`src/rtl/serial_subtractor.sv`:
```
`default_nettype none
// ============================================================================
//  Module   : serial_subtractor
//  Purpose  : Bit-serial a - b, LSB first, single borrow flop; parallel result
//             with borrow and signed-overflow flags. Updates on falling cp.
//  Revision : 1.0 - initial release
// ============================================================================
module serial_subtractor #(
    parameter int N = 8
) (
    input  logic         cp,
    input  logic         rst,
    input  logic         start,
    input  logic [N-1:0] a,
    input  logic [N-1:0] b,
    output logic         busy,
    output logic         done,
    output logic [N-1:0] diff,
    output logic         borrow_out,
    output logic         ovf,
    output logic         d_ser,
    output logic         d_valid
);

    localparam int CW = $clog2(N + 1);

    localparam logic [1:0] S_IDLE  = 2'd0;
    localparam logic [1:0] S_SHIFT = 2'd1;
    localparam logic [1:0] S_DONE  = 2'd2;

    localparam logic [CW-1:0] C_LAST = CW'(N - 1);
    localparam logic [CW-1:0] C_ONE  = CW'(1);

    logic [1:0]    state_q, state_d;
    logic [N-1:0]  a_sh_q, a_sh_d;
    logic [N-1:0]  b_sh_q, b_sh_d;
    logic [N-1:0]  res_q, res_d;
    logic          borrow_q, borrow_d;
    logic [CW-1:0] count_q, count_d;
    logic          sa_q, sa_d;
    logic          sb_q, sb_d;
    logic [N-1:0]  diff_q, diff_d;
    logic          bout_q, bout_d;
    logic          ovf_q, ovf_d;

    logic w_d;
    logic w_bnext;

    // Full-subtractor cell on the current LSBs
    assign w_d     = a_sh_q[0] ^ b_sh_q[0] ^ borrow_q;
    assign w_bnext = (~a_sh_q[0] & b_sh_q[0]) | (~(a_sh_q[0] ^ b_sh_q[0]) & borrow_q);

    always_comb begin
        state_d  = state_q;
        a_sh_d   = a_sh_q;
        b_sh_d   = b_sh_q;
        res_d    = res_q;
        borrow_d = borrow_q;
        count_d  = count_q;
        sa_d     = sa_q;
        sb_d     = sb_q;
        diff_d   = diff_q;
        bout_d   = bout_q;
        ovf_d    = ovf_q;
        case (state_q)
            S_IDLE: begin
                if (start) begin
                    a_sh_d   = a;
                    b_sh_d   = b;
                    borrow_d = 1'b0;
                    count_d  = '0;
                    sa_d     = a[N-1];
                    sb_d     = b[N-1];
                    state_d  = S_SHIFT;
                end
            end
            S_SHIFT: begin
                res_d    = {w_d, res_q[N-1:1]};
                a_sh_d   = a_sh_q >> 1;
                b_sh_d   = b_sh_q >> 1;
                borrow_d = w_bnext;
                count_d  = count_q + C_ONE;
                if (count_q == C_LAST) begin
                    // The last bit shifted in is the result's sign bit
                    diff_d  = {w_d, res_q[N-1:1]};
                    bout_d  = w_bnext;
                    ovf_d   = (sa_q ^ sb_q) & (w_d ^ sa_q);
                    state_d = S_DONE;
                end
            end
            S_DONE: begin
                state_d = S_IDLE;
            end
            default: begin
                state_d = S_IDLE;
            end
        endcase
    end

    always_ff @(negedge cp or posedge rst) begin
        if (rst) begin
            state_q  <= S_IDLE;
            a_sh_q   <= '0;
            b_sh_q   <= '0;
            res_q    <= '0;
            borrow_q <= 1'b0;
            count_q  <= '0;
            sa_q     <= 1'b0;
            sb_q     <= 1'b0;
            diff_q   <= '0;
            bout_q   <= 1'b0;
            ovf_q    <= 1'b0;
        end else begin
            state_q  <= state_d;
            a_sh_q   <= a_sh_d;
            b_sh_q   <= b_sh_d;
            res_q    <= res_d;
            borrow_q <= borrow_d;
            count_q  <= count_d;
            sa_q     <= sa_d;
            sb_q     <= sb_d;
            diff_q   <= diff_d;
            bout_q   <= bout_d;
            ovf_q    <= ovf_d;
        end
    end

    assign busy       = (state_q == S_SHIFT);
    assign done       = (state_q == S_DONE);
    assign d_valid    = busy;
    assign d_ser      = busy & w_d;
    assign diff       = diff_q;
    assign borrow_out = bout_q;
    assign ovf        = ovf_q;

endmodule
`default_nettype wire

```
`config.mk`:
```
export PLATFORM = sky130hd
export DESIGN_NAME = serial_subtractor
export DESIGN_NICKNAME = d
export VERILOG_FILES = /design/src/rtl/serial_subtractor.sv
export SDC_FILE = /design/constraint.sdc
export NUM_CORES = 1
export LEC_CHECK = 0
export ABC_AREA = 1
export BUFFER_PORTS_ARGS = -buffer_cell sky130_fd_sc_hd__buf_2
export CAP_MARGIN = 5
export CORE_UTILIZATION = 29
export CTS_CLUSTER_SIZE = 14
export DETAILED_ROUTE_END_ITERATION = 7
export GPL_TIMING_DRIVEN = 1
export SYNTH_ARGS = -nofsm -noshare
export SYNTH_HDL_FRONTEND = slang
export SYNTH_SLANG_ARGS = --single-unit
```
`constraint.sdc`:
```
create_clock -name cp -period 2.05 [get_ports cp]
set_input_delay 0.41 -clock cp [delete_from_list [all_inputs] [get_ports cp]]
set_output_delay 0.41 -clock cp [all_outputs]
set_load 0.05 [all_outputs]
```
==> reports/qor.csv <==
stage,metric,value,unit
placed_design,Placement Cell Area,2230,µm²
logic_synthesis,syn_area_per_cell,8.03,µm²
global_routing,number of global-route vias before repair,1570,
logic_synthesis,area share of the largest cell type after synthesis,54.5,%
timing,setup violators final,14,
clock_tree,CTS Sinks,42,
global_routing,first-pass GRT wire length,7450,µm
logic_synthesis,Post-Syn Instances,240,
routing,wire length per cell,11.5,µm
global_routing,most used routing layer,met2,
clock_tree,CTS root buffer,clkbuf_8,
logic_synthesis,sequential-to-total area share from yosys stat,54.5,%
timing,setup TNS,-5.38,ns
timing,Max transition margin,68.8,%
floorplanning,IO Pins,33,
global_routing,met3 global-route usage,3.07,%
routing,Vias,1573,
global_routing,gr usage total,13.4,%
run_status,status,"complete, but fails checks",
critical_path,CP startpoint kind,flip-flop,
floorplanning,die area,6980,µm²
critical_path,Worst EP required,1.64,ns
clock_tree,CTS Hold Bufs,0,
power_and_ir_drop,Leakage Power,1.33,nW
clock_tree,Max clock buf depth,2,
global_routing,largest net degree at the start of global routing,43,
clock_tree,CTS tree,done,
global_routing,antenna violations before repair,0,
global_routing,total congestion overflow,0,
routing,Pre-Repair DR Iteration Count,4,
finish,number of diodes,0,
floorplanning,CORE AREA,6390,µm²
floorplanning,Initial Util,30.2,%
clock_tree,total CTS buffers,5,
timing,Worst Skew,0.00889,ns
job,max_cap viols,0,
logic_synthesis,Yosys reg bits,42,
finish,P&R area growth vs syn,26.2,%
finish,layout cell share with drive strength beyond 1,22.7,%
run_status,failing checks,negative setup slack,
clock_tree,worst skew pair latency,0.30,ns
critical_path,worst endpoint data arrival time,2.64,ns
critical_path,WS Path Type,flip-flop to primary output,
critical_path,CP max FO,2,
finish,Nets,303,
finish,final core utilization,38.1,%
placed_design,hpwl dp,2780,µm
power_and_ir_drop,Power Dens Cells,1780,nW/µm²
timing,setup ws final,-1.00,ns
logic_synthesis,Mapped Area,1930,µm²
routing,DR iter-0 viols,72,
global_routing,GR Util met1,18.5,%
global_routing,met2 Use GR,20.9,%
critical_path,Worst setup EP type,primary output,
floorplanning,Die Span X,83.5,µm
floorplanning,Die Ht,83.5,µm
clock_tree,"CTS clk-pin slew, worst paths",0.06,ns
logic_synthesis,largest area contributor in the netlist,dfrtn_1,
timing,fin. max-slew vios,0,
routing,drt total wl,4140,µm
placed_design,RD Place Congestion,0.742,
finish,Finished Cell Area,2430,µm²
routing,DR vias/cell,4.38,
logic_synthesis,top post-synthesis cells by area,"dfrtn_1 55%, nand2_1 26%, nand3_1 4.9%",
timing,Slew @ Worst Pin,0.468,ns
placed_design,Inst Count DP,350,
logic_synthesis,synth warn,0,
floorplanning,number of cell rows,29,
clock_tree,H-tree Lvls,2,
placed_design,PortBufs,32,
routing,Remaining DRCs,0,
finish,Layout Cells excl Fill,359,
routing,post-route ant nets,0,
timing,Hold Fails Final Rpt,0,
power_and_ir_drop,Overall Power,0.00433,W
power_and_ir_drop,VDD IR-drop max,0.00119,V
timing,RSZ-0062 raised after global routing,true,
logic_synthesis,Post-Syn Nets,261,
finish,Fill cells,674,
worst_hold_path,worst hold path type,flip-flop to flip-flop,
logic_synthesis,post-synth cell types,19,
critical path: stages, from the launching register on:
cell,delay [ns]
dfrtn_1,0.40
inv_1,0.05
fa_1,0.54
inv_2,0.06
nor2_4,0.11
buf_8,0.16
cells in the final DEF, fill, tap and decap left out, types with 2 or more instances in the layout:
cell type  count
buf_8          3
nand2_1      135
dfrtn_1       42
buf_6         12
clkbuf_8       5
clkinv_2       2
buf_4         12
nand3_1       19
nor2_4         2
buf_2         18
inv_1          8
inv_2          3
nor2_1         3
o21ai_0        6
metal layers:
layer	wire (µm)	up-vias
met4	59	0
met3	150	6
met2	1790	33
li1	-	815
met5	0	-
met1	2140	719
final cells by class:
cell class | instances | area [µm²] | share of cell area [%]
flip-flops and latches | 42 | 1050 | 43.2
well taps | 77 | 96.3 | 3.96
clock buffers | 5 | 68.8 | 2.83
clock inverters | 2 | 10.0 | 0.412
repair buffers | 46 | 380 | 15.6
inverters | 13 | 60.1 | 2.47
multi-input cells | 174 | 766 | 31.5
stage by stage:
stage / hold WS [ns] / worst slack, ns
2_1_floorplan: 0.402 / -0.691
3_3_place_gp: 0.420 / -0.766
3_5_place_dp: 0.420 / -0.774
4_1_cts: 0.429 / -1.01
5_1_grt: 0.446 / -1.07
6_report: 0.427 / -1.00
power by group:
part / internal [W] / switching, W / leakage, nW
Sequential: 0.00124 / 0.000266 / 0.526
Clock: 0.000229 / 0.000275 / 0.0438
Combinational: 0.000891 / 0.00143 / 0.759
Total: 0.00236 / 0.00197 / 1.33
path summary, 6_finish.rpt:
path	start	to	cells past startpoint	slack, ns
worst max-delay path	borrow_q	d_ser	5	-1.00
worst min-delay path	a_sh_q[1]	a_sh_q[1]	2	0.43
worst max register to register	borrow_q	ovf	7	0.56
worst min register to register	a_sh_q[1]	a_sh_q[1]	2	0.43
max in group asynchronous	rst	diff[2]	3	0.75
min in group asynchronous	rst	a_sh_q[6]	3	1.06
kinds of logic (layout without fill, tap and decap cells):
| family | after synthesis | count (layout) | synth area share [%] |
|---|---|---|---|
| flip-flops | 42 | 42 | 54.5 |
| AND/OR/NAND/NOR | 163 | 163 | 33.7 |
| adder cells (fa/ha/maj) | 2 | 2 | 1.69 |
| AO/OA/AOI/OAI | 9 | 9 | 3.05 |
| buffers and inverters | 24 | 66 | 7.01 |
state kept, by name, summed over array words and instances (netlist names):
signal / flops
res_q: 7
ovf: 1
count_q: 4
b_sh_q: 8
diff: 8
sa_q: 1
borrow_out: 1
sb_q: 1
borrow_q: 1
a_sh_q: 8
state_q: 2
cell usage after synthesis:
cell,instances
buf_2,3
buf_4,5
buf_6,3
dfrtn_1,42
fa_1,1
ha_1,1
inv_1,10
inv_2,3
nand2_1,135
nand2_2,1
nand2_4,1
nand3_1,19
nand4_1,1
nor2_1,5
nor2_2,1
o21ai_0,6
o21ai_1,1
o21ai_4,1
o21bai_1,1
repair_timing:
| action | CTS | global route |
|---|---|---|
| pin swaps | 0 | 1 |
| resized for setup | 29 | 5 |
| setup buffers | 1 | 1 |
| endpoints found under the setup margin | 14 | 14 |
Power figures use the tool's default switching activity.
